`config.mk`:
```
export PLATFORM = sky130hd
export DESIGN_NAME = mem_port_arbiter
export DESIGN_NICKNAME = d
export VERILOG_FILES = /design/src/rtl/mem_arb_pkg.sv /design/src/rtl/flopenr.sv /design/src/rtl/mem_port_arbiter.sv
export SDC_FILE = /design/constraint.sdc
export NUM_CORES = 1
export LEC_CHECK = 0
export CAP_MARGIN = 5
export CORE_ASPECT_RATIO = 0.9
export CORE_MARGIN = 2
export CORE_UTILIZATION = 40
export CTS_BUF_LIST = sky130_fd_sc_hd__clkbuf_2
export DETAILED_ROUTE_END_ITERATION = 8
export PLACE_DENSITY = 0.74
export SLEW_MARGIN = 10
export SYNTH_ARGS = -nofsm -noshare
export SYNTH_HDL_FRONTEND = slang
export SYNTH_SLANG_ARGS = --single-unit
```
`constraint.sdc`:
```
create_clock -name clk -period 2.1 [get_ports clk]
set_input_delay 0.21 -clock clk [delete_from_list [all_inputs] [get_ports clk]]
set_output_delay 0.21 -clock clk [all_outputs]
set_load 0.01 [all_outputs]
```
`src/rtl/mem_arb_pkg.sv`:
```
// Shared types and defaults for the fetch/data memory port arbiter.
package mem_arb_pkg;

    typedef enum logic [1:0] {
        IDLE  = 2'd0,
        IBUSY = 2'd1,
        DBUSY = 2'd2
    } arb_state_t;

    localparam int unsigned MAX_WAIT_DEF = 15;
    localparam int unsigned WAIT_W_DEF   = 4;
    localparam int unsigned STALL_CNT_W  = 32;

endpackage

```
`src/rtl/flopenr.sv`:
```
// Resettable flip-flop with load enable.
module flopenr #(
    parameter int unsigned WIDTH = 32
) (
    input  logic             clk,
    input  logic             reset,
    input  logic             en,
    input  logic [WIDTH-1:0] d,
    output logic [WIDTH-1:0] q
);

    always_ff @(posedge clk) begin
        if (reset)
            q <= '0;
        else if (en)
            q <= d;
    end

endmodule

```
`src/rtl/mem_port_arbiter.sv`:
```
// Arbitrates the single memory port between fetch and load/store accesses and
// stalls the pipeline until every access requested this cycle has completed.
module mem_port_arbiter
    import mem_arb_pkg::*;
#(
    parameter int unsigned WIDTH    = 32,
    parameter int unsigned MAX_WAIT = MAX_WAIT_DEF,
    parameter int unsigned WAIT_W   = WAIT_W_DEF
) (
    input  logic                   clk,
    input  logic                   reset,
    input  logic                   ireq,
    input  logic [WIDTH-1:0]       iaddr,
    output logic [WIDTH-1:0]       irdata,
    output logic                   ivalid,
    input  logic                   dreq,
    input  logic                   dwe,
    input  logic [WIDTH-1:0]       daddr,
    input  logic [WIDTH-1:0]       dwdata,
    output logic [WIDTH-1:0]       drdata,
    output logic                   dvalid,
    output logic                   stall,
    output logic                   mem_req,
    output logic                   mem_we,
    output logic [WIDTH-1:0]       mem_addr,
    output logic [WIDTH-1:0]       mem_wdata,
    input  logic                   mem_ack,
    input  logic [WIDTH-1:0]       mem_rdata,
    output logic                   err,
    output logic [STALL_CNT_W-1:0] stall_cnt
);

    arb_state_t        state;
    logic [WAIT_W-1:0] wait_cnt;
    logic              pend_i;
    logic              pend_d;
    logic              timeout;
    logic              finish;
    logic              i_done;
    logic              d_done;
    logic [WIDTH-1:0]  cap_data;

    assign pend_d = dreq & ~dvalid;
    assign pend_i = ireq & ~ivalid;
    assign stall  = pend_d | pend_i;

    // An ack on the last allowed cycle still wins over the timeout.
    assign timeout  = ~mem_ack & (wait_cnt == WAIT_W'(MAX_WAIT - 1));
    assign finish   = mem_ack | timeout;
    assign i_done   = (state == IBUSY) & finish;
    assign d_done   = (state == DBUSY) & finish;
    assign cap_data = mem_ack ? mem_rdata : '0;

    flopenr #(.WIDTH(WIDTH)) u_irdata (
        .clk   (clk),
        .reset (reset),
        .en    (i_done),
        .d     (cap_data),
        .q     (irdata)
    );

    // Stores leave the load result buffer untouched.
    flopenr #(.WIDTH(WIDTH)) u_drdata (
        .clk   (clk),
        .reset (reset),
        .en    (d_done & ~mem_we),
        .d     (cap_data),
        .q     (drdata)
    );

    always_ff @(posedge clk) begin
        if (reset) begin
            state     <= IDLE;
            mem_req   <= 1'b0;
            mem_we    <= 1'b0;
            mem_addr  <= '0;
            mem_wdata <= '0;
            ivalid    <= 1'b0;
            dvalid    <= 1'b0;
            err       <= 1'b0;
            wait_cnt  <= '0;
            stall_cnt <= '0;
        end else begin
            if (stall)
                stall_cnt <= stall_cnt + STALL_CNT_W'(1);

            // Pipeline advanced: results have been consumed.
            if (!stall) begin
                ivalid <= 1'b0;
                dvalid <= 1'b0;
            end

            case (state)
                IDLE: begin
                    wait_cnt <= '0;
                    if (pend_d) begin
                        state     <= DBUSY;
                        mem_req   <= 1'b1;
                        mem_we    <= dwe;
                        mem_addr  <= daddr;
                        mem_wdata <= dwdata;
                    end else if (pend_i) begin
                        state    <= IBUSY;
                        mem_req  <= 1'b1;
                        mem_we   <= 1'b0;
                        mem_addr <= iaddr;
                    end
                end
                IBUSY, DBUSY: begin
                    if (finish) begin
                        if (state == IBUSY)
                            ivalid <= 1'b1;
                        else
                            dvalid <= 1'b1;
                        if (timeout)
                            err <= 1'b1;
                        mem_req  <= 1'b0;
                        mem_we   <= 1'b0;
                        wait_cnt <= '0;
                        state    <= IDLE;
                    end else begin
                        wait_cnt <= wait_cnt + WAIT_W'(1);
                    end
                end
                default: state <= IDLE;
            endcase
        end
    end

endmodule
```
==> summary.log <==
INFO  clock_tree     worst_setup_hold_path_clk_slew=0.25ns
INFO  timing         tns=0ns
INFO  grt            antenna_found_initial=2
INFO  detailed_routing drt-wirelength-per-cell=16.94µm
INFO  timing         final_hold_viol_count=0
INFO  logic_synthesis cell_type_contributing_the_most_total_cell_area_after_synthesis=dfxtp_1
INFO  die            start_util=0.4113
INFO  clock_tree     cts-buffers-inserted=17
INFO  pwr            pwr_density_cell=637.1nW/µm²
INFO  logic_synthesis ys_async_sr_fraction=0
INFO  layout         area_growth=69.83%
INFO  worst_setup_path timing.critical_path.slowest_stage_cell=clkdlybuf4s50_1
INFO  worst_setup_path worstPathMaxFanout=5
INFO  grt            maximum_number_of_pins_on_one_net_before_global_route_repair=71
INFO  layout         multiInputGateArea=3015µm²
INFO  timing         fin_crit=2.014ns
INFO  timing         fmax=496.5MHz
INFO  detailed_routing post_route_ant_nets=0
INFO  clock_tree     cts-root-buf=clkbuf_2
INFO  die            dieHeight=126.6µm
INFO  layout         post_route_cells_drive_above_1_share=0.08340
INFO  logic_synthesis postSynthCellCount=787
INFO  logic_synthesis synth.avg_cell_area=8.488µm²
INFO  timing         max_slew_margin=0.5723
INFO  worst_setup_path crit_path_cell_trace=clkdlybuf4s50_1
INFO  layout         utilization=0.6985
INFO  layout         final_nets=1315
INFO  logic_synthesis synth-seq-area-share=0.5125
INFO  logic_synthesis mappedNetlistNets=928
INFO  die            io_pins=300
INFO  clock_tree     cts.htree.levels=4
INFO  grt            gr-usage-met2=0.4458
INFO  timing         drv_slew=0
INFO  logic_synthesis ys.flop_type=dfxtp_1
INFO  worst_setup_path worst-path-buf-inv=1
INFO  placed_design  hpwlAfterDp=14.78mm
INFO  worst_setup_path dominant_delay_contributor_by_cell_family_on_the_critical_path=buffers and inverters
INFO  worst_setup_path crit_path_max_incr_delay=0.59ns
INFO  detailed_routing detailroute.via_count=7360
INFO  detailed_routing dr.first_iter.drc_count=409
INFO  logic_synthesis synth_enable_flop_cells=0
INFO  timing         fin_skew=0.03877ns
INFO  clock_tree     clockBufferDepth=2
INFO  grt            met1_usage=0.2990
INFO  layout         filler_cell_count=1219
INFO  detailed_routing post-route-drc-count=0
INFO  detailed_routing drt_pre_antenna_iters=5
INFO  timing         worst_pin_slew=0.6387ns
INFO  die            core-area=16240µm²
INFO  layout         instances_no_fill=1396
INFO  layout         layout.cell_area.non_filler=11340µm²
INFO  grt            grt_most_used_layer=met2
INFO  timing         setup_repair_after_global_routing_missed_its_margin=no
INFO  placed_design  numPlacedInstances=1259
INFO  run            drv_cap=0
INFO  grt            grt_usage=0.2599
INFO  clock_tree     tritoncts=built
INFO  die            chipWidth=140.2µm
INFO  worst_setup_path startpoint_type=flip-flop
INFO  detailed_routing avgViaCountPerCell=5.272
INFO  logic_synthesis ys_types=44
INFO  clock_tree     worst_skew_pair.late_latency=0.75ns
INFO  worst_setup_path crit_type=reg -> out
INFO  timing         finalCritPeriodShare=0.9592
INFO  timing         setup_viol=0
INFO  worst_setup_path cp.required=1.89ns
INFO  outcome        status=complete, no violations
INFO  grt            global_route_wire_length_before_repair=37.03mm
INFO  grt            grtUsageMet3=0.09324
INFO  logic_synthesis synthesis.yosys.warnings=0
INFO  grt            first_global_vias=7158
INFO  placed_design  post_dp_cell_area=10040µm²
INFO  pwr            ir_drop=0.5267mV
INFO  clock_tree     cts.sinks=171
INFO  logic_synthesis ys_ff_latch=171
INFO  die            dieArea=17750µm²
INFO  grt            globalRouteOverflowTotal=0
INFO  logic_synthesis top_cells_by_area_synth=dfxtp_1 (51%), nand2_1 (8.3%), a22oi_1 (7.2%), nor2_1 (6.1%), a21oi_1 (4.7%)
INFO  layout         seqCellArea=3455µm²
INFO  placed_design  routabilityCongestion=0.8131
INFO  die            core.rowCount=44
INFO  logic_synthesis synth.cell_area=6680µm²
INFO  worst_setup_path critPathCaptureType=primary output
INFO  min_path       worst_hold_path_class=in -> reg
INFO  detailed_routing routed_wirelength=23.65mm
INFO  worst_setup_path critical_path_arrival=1.80ns
INFO  pwr            leakagePower=4.201nW
INFO  placed_design  port-buffer-count=299
INFO  logic_synthesis synth.top_cell.area_share=0.5125
layer usage:
metal / wire length, µm / part of all wire / vias to the layer above
met5: 0 / 0 / -
met4: 569 / 0.024 / 0
met3: 2022 / 0.085 / 44
met2: 11400 / 0.48 / 287
met1: 9662 / 0.41 / 3463
li1: - / - / 3566
cell families after synthesis:
kind of cell / share of synthesized area
multiplexers: 0.001686
AO/OA/AOI/OAI: 0.2066
AND/OR/NAND/NOR: 0.2126
flip-flops: 0.5125
XOR/XNOR: 0.01180
buffers and inverters: 0.04177
adder cells (fa/ha/maj): 0.01311
layout by cell type (no fill, tap or decap), types with 5 or more instances in the layout:
cell type,n
o21ai_0,12
a311oi_1,32
or4_1,15
nand3_1,9
clkbuf_2,18
inv_6,5
dfxtp_2,22
o31ai_1,14
buf_4,26
clkdlybuf4s50_1,293
dfxtp_1,148
a21oi_1,63
nor2_1,108
xor2_1,6
a22oi_1,64
ha_1,7
inv_1,7
or3_1,9
nand2_1,148
buf_12,9
dlygate4sd3_1,99
o2111ai_1,5
final cells by class:
cell class,count,area share
Antenna cell,2,0.0004412
Clock buffer,18,0.007941
Clock inverter,14,0.01213
Inverter,8,0.002647
Multi-Input combinational cell,544,0.2658
Sequential cell,171,0.3045
Tap cell,207,0.02283
Timing Repair Buffer,432,0.3837
synth_stat cells (all sizes together) (6+ instances only):
cell,number
nand3,9
o31ai,14
nand2,148
or4,17
ha,7
a311oi,32
o21ai,13
xor2,6
dfxtp,171
nor2,109
a21oi,63
buf,6
or3,9
inv,8
a22oi,64
clkbuf,58
sequential cells by signal (all words and copies together), names as in the netlist, 2 cells and up:
signal,cells
mem_wdata,32
state,2
u_irdata.q,32
mem_addr,32
stall_cnt,32
u_drdata.q,32
wait_cnt,4
final timing paths:
check | start | end | slack [ns] | cells past startpoint
hold / removal | iaddr[4] | mem_addr[4] | 0.1 | 3
setup reg to reg | stall_cnt[12] | stall_cnt[31] | 0.13 | 4
setup / recovery | stall_cnt[29] | stall_cnt[29] | 0.09 | 1
hold reg to reg | mem_wdata[20] | mem_wdata[20] | 0.47 | 2
per-stage QoR:
stage | hold slack [ns] | setup WS [ns] | power, mW
CTS | 0.001414 | 0.001089 | 7.236
global placement | 0.4412 | 0.03398 | 5.354
global route | 0.009927 | 0.0005909 | 7.581
finish | 0.09900 | 0.08576 | 7.227
detailed placement | 0.4455 | 0.006732 | 5.374
floorplan | 0.3460 | 0.1960 | 4.404
power by group:
group	total, mW	internal [mW]	switching, mW	leakage [nW]
sequential	3.63	3.49	0.139	1.41
combinational	1.89	1.02	0.870	2.66
clock	1.71	0.461	1.25	0.130
timing repair:
action / 4_1_cts / 5_1_grt
gates resized for setup: 21 / 16
setup buffers: 2 / 2
endpoints found under the hold margin: 109 / 0
endpoints found under the setup margin: 13 / 17
hold buffers: 99 / 0
pin swaps: 0 / 1
No activity file was read; power rests on OpenSTA's default activity.
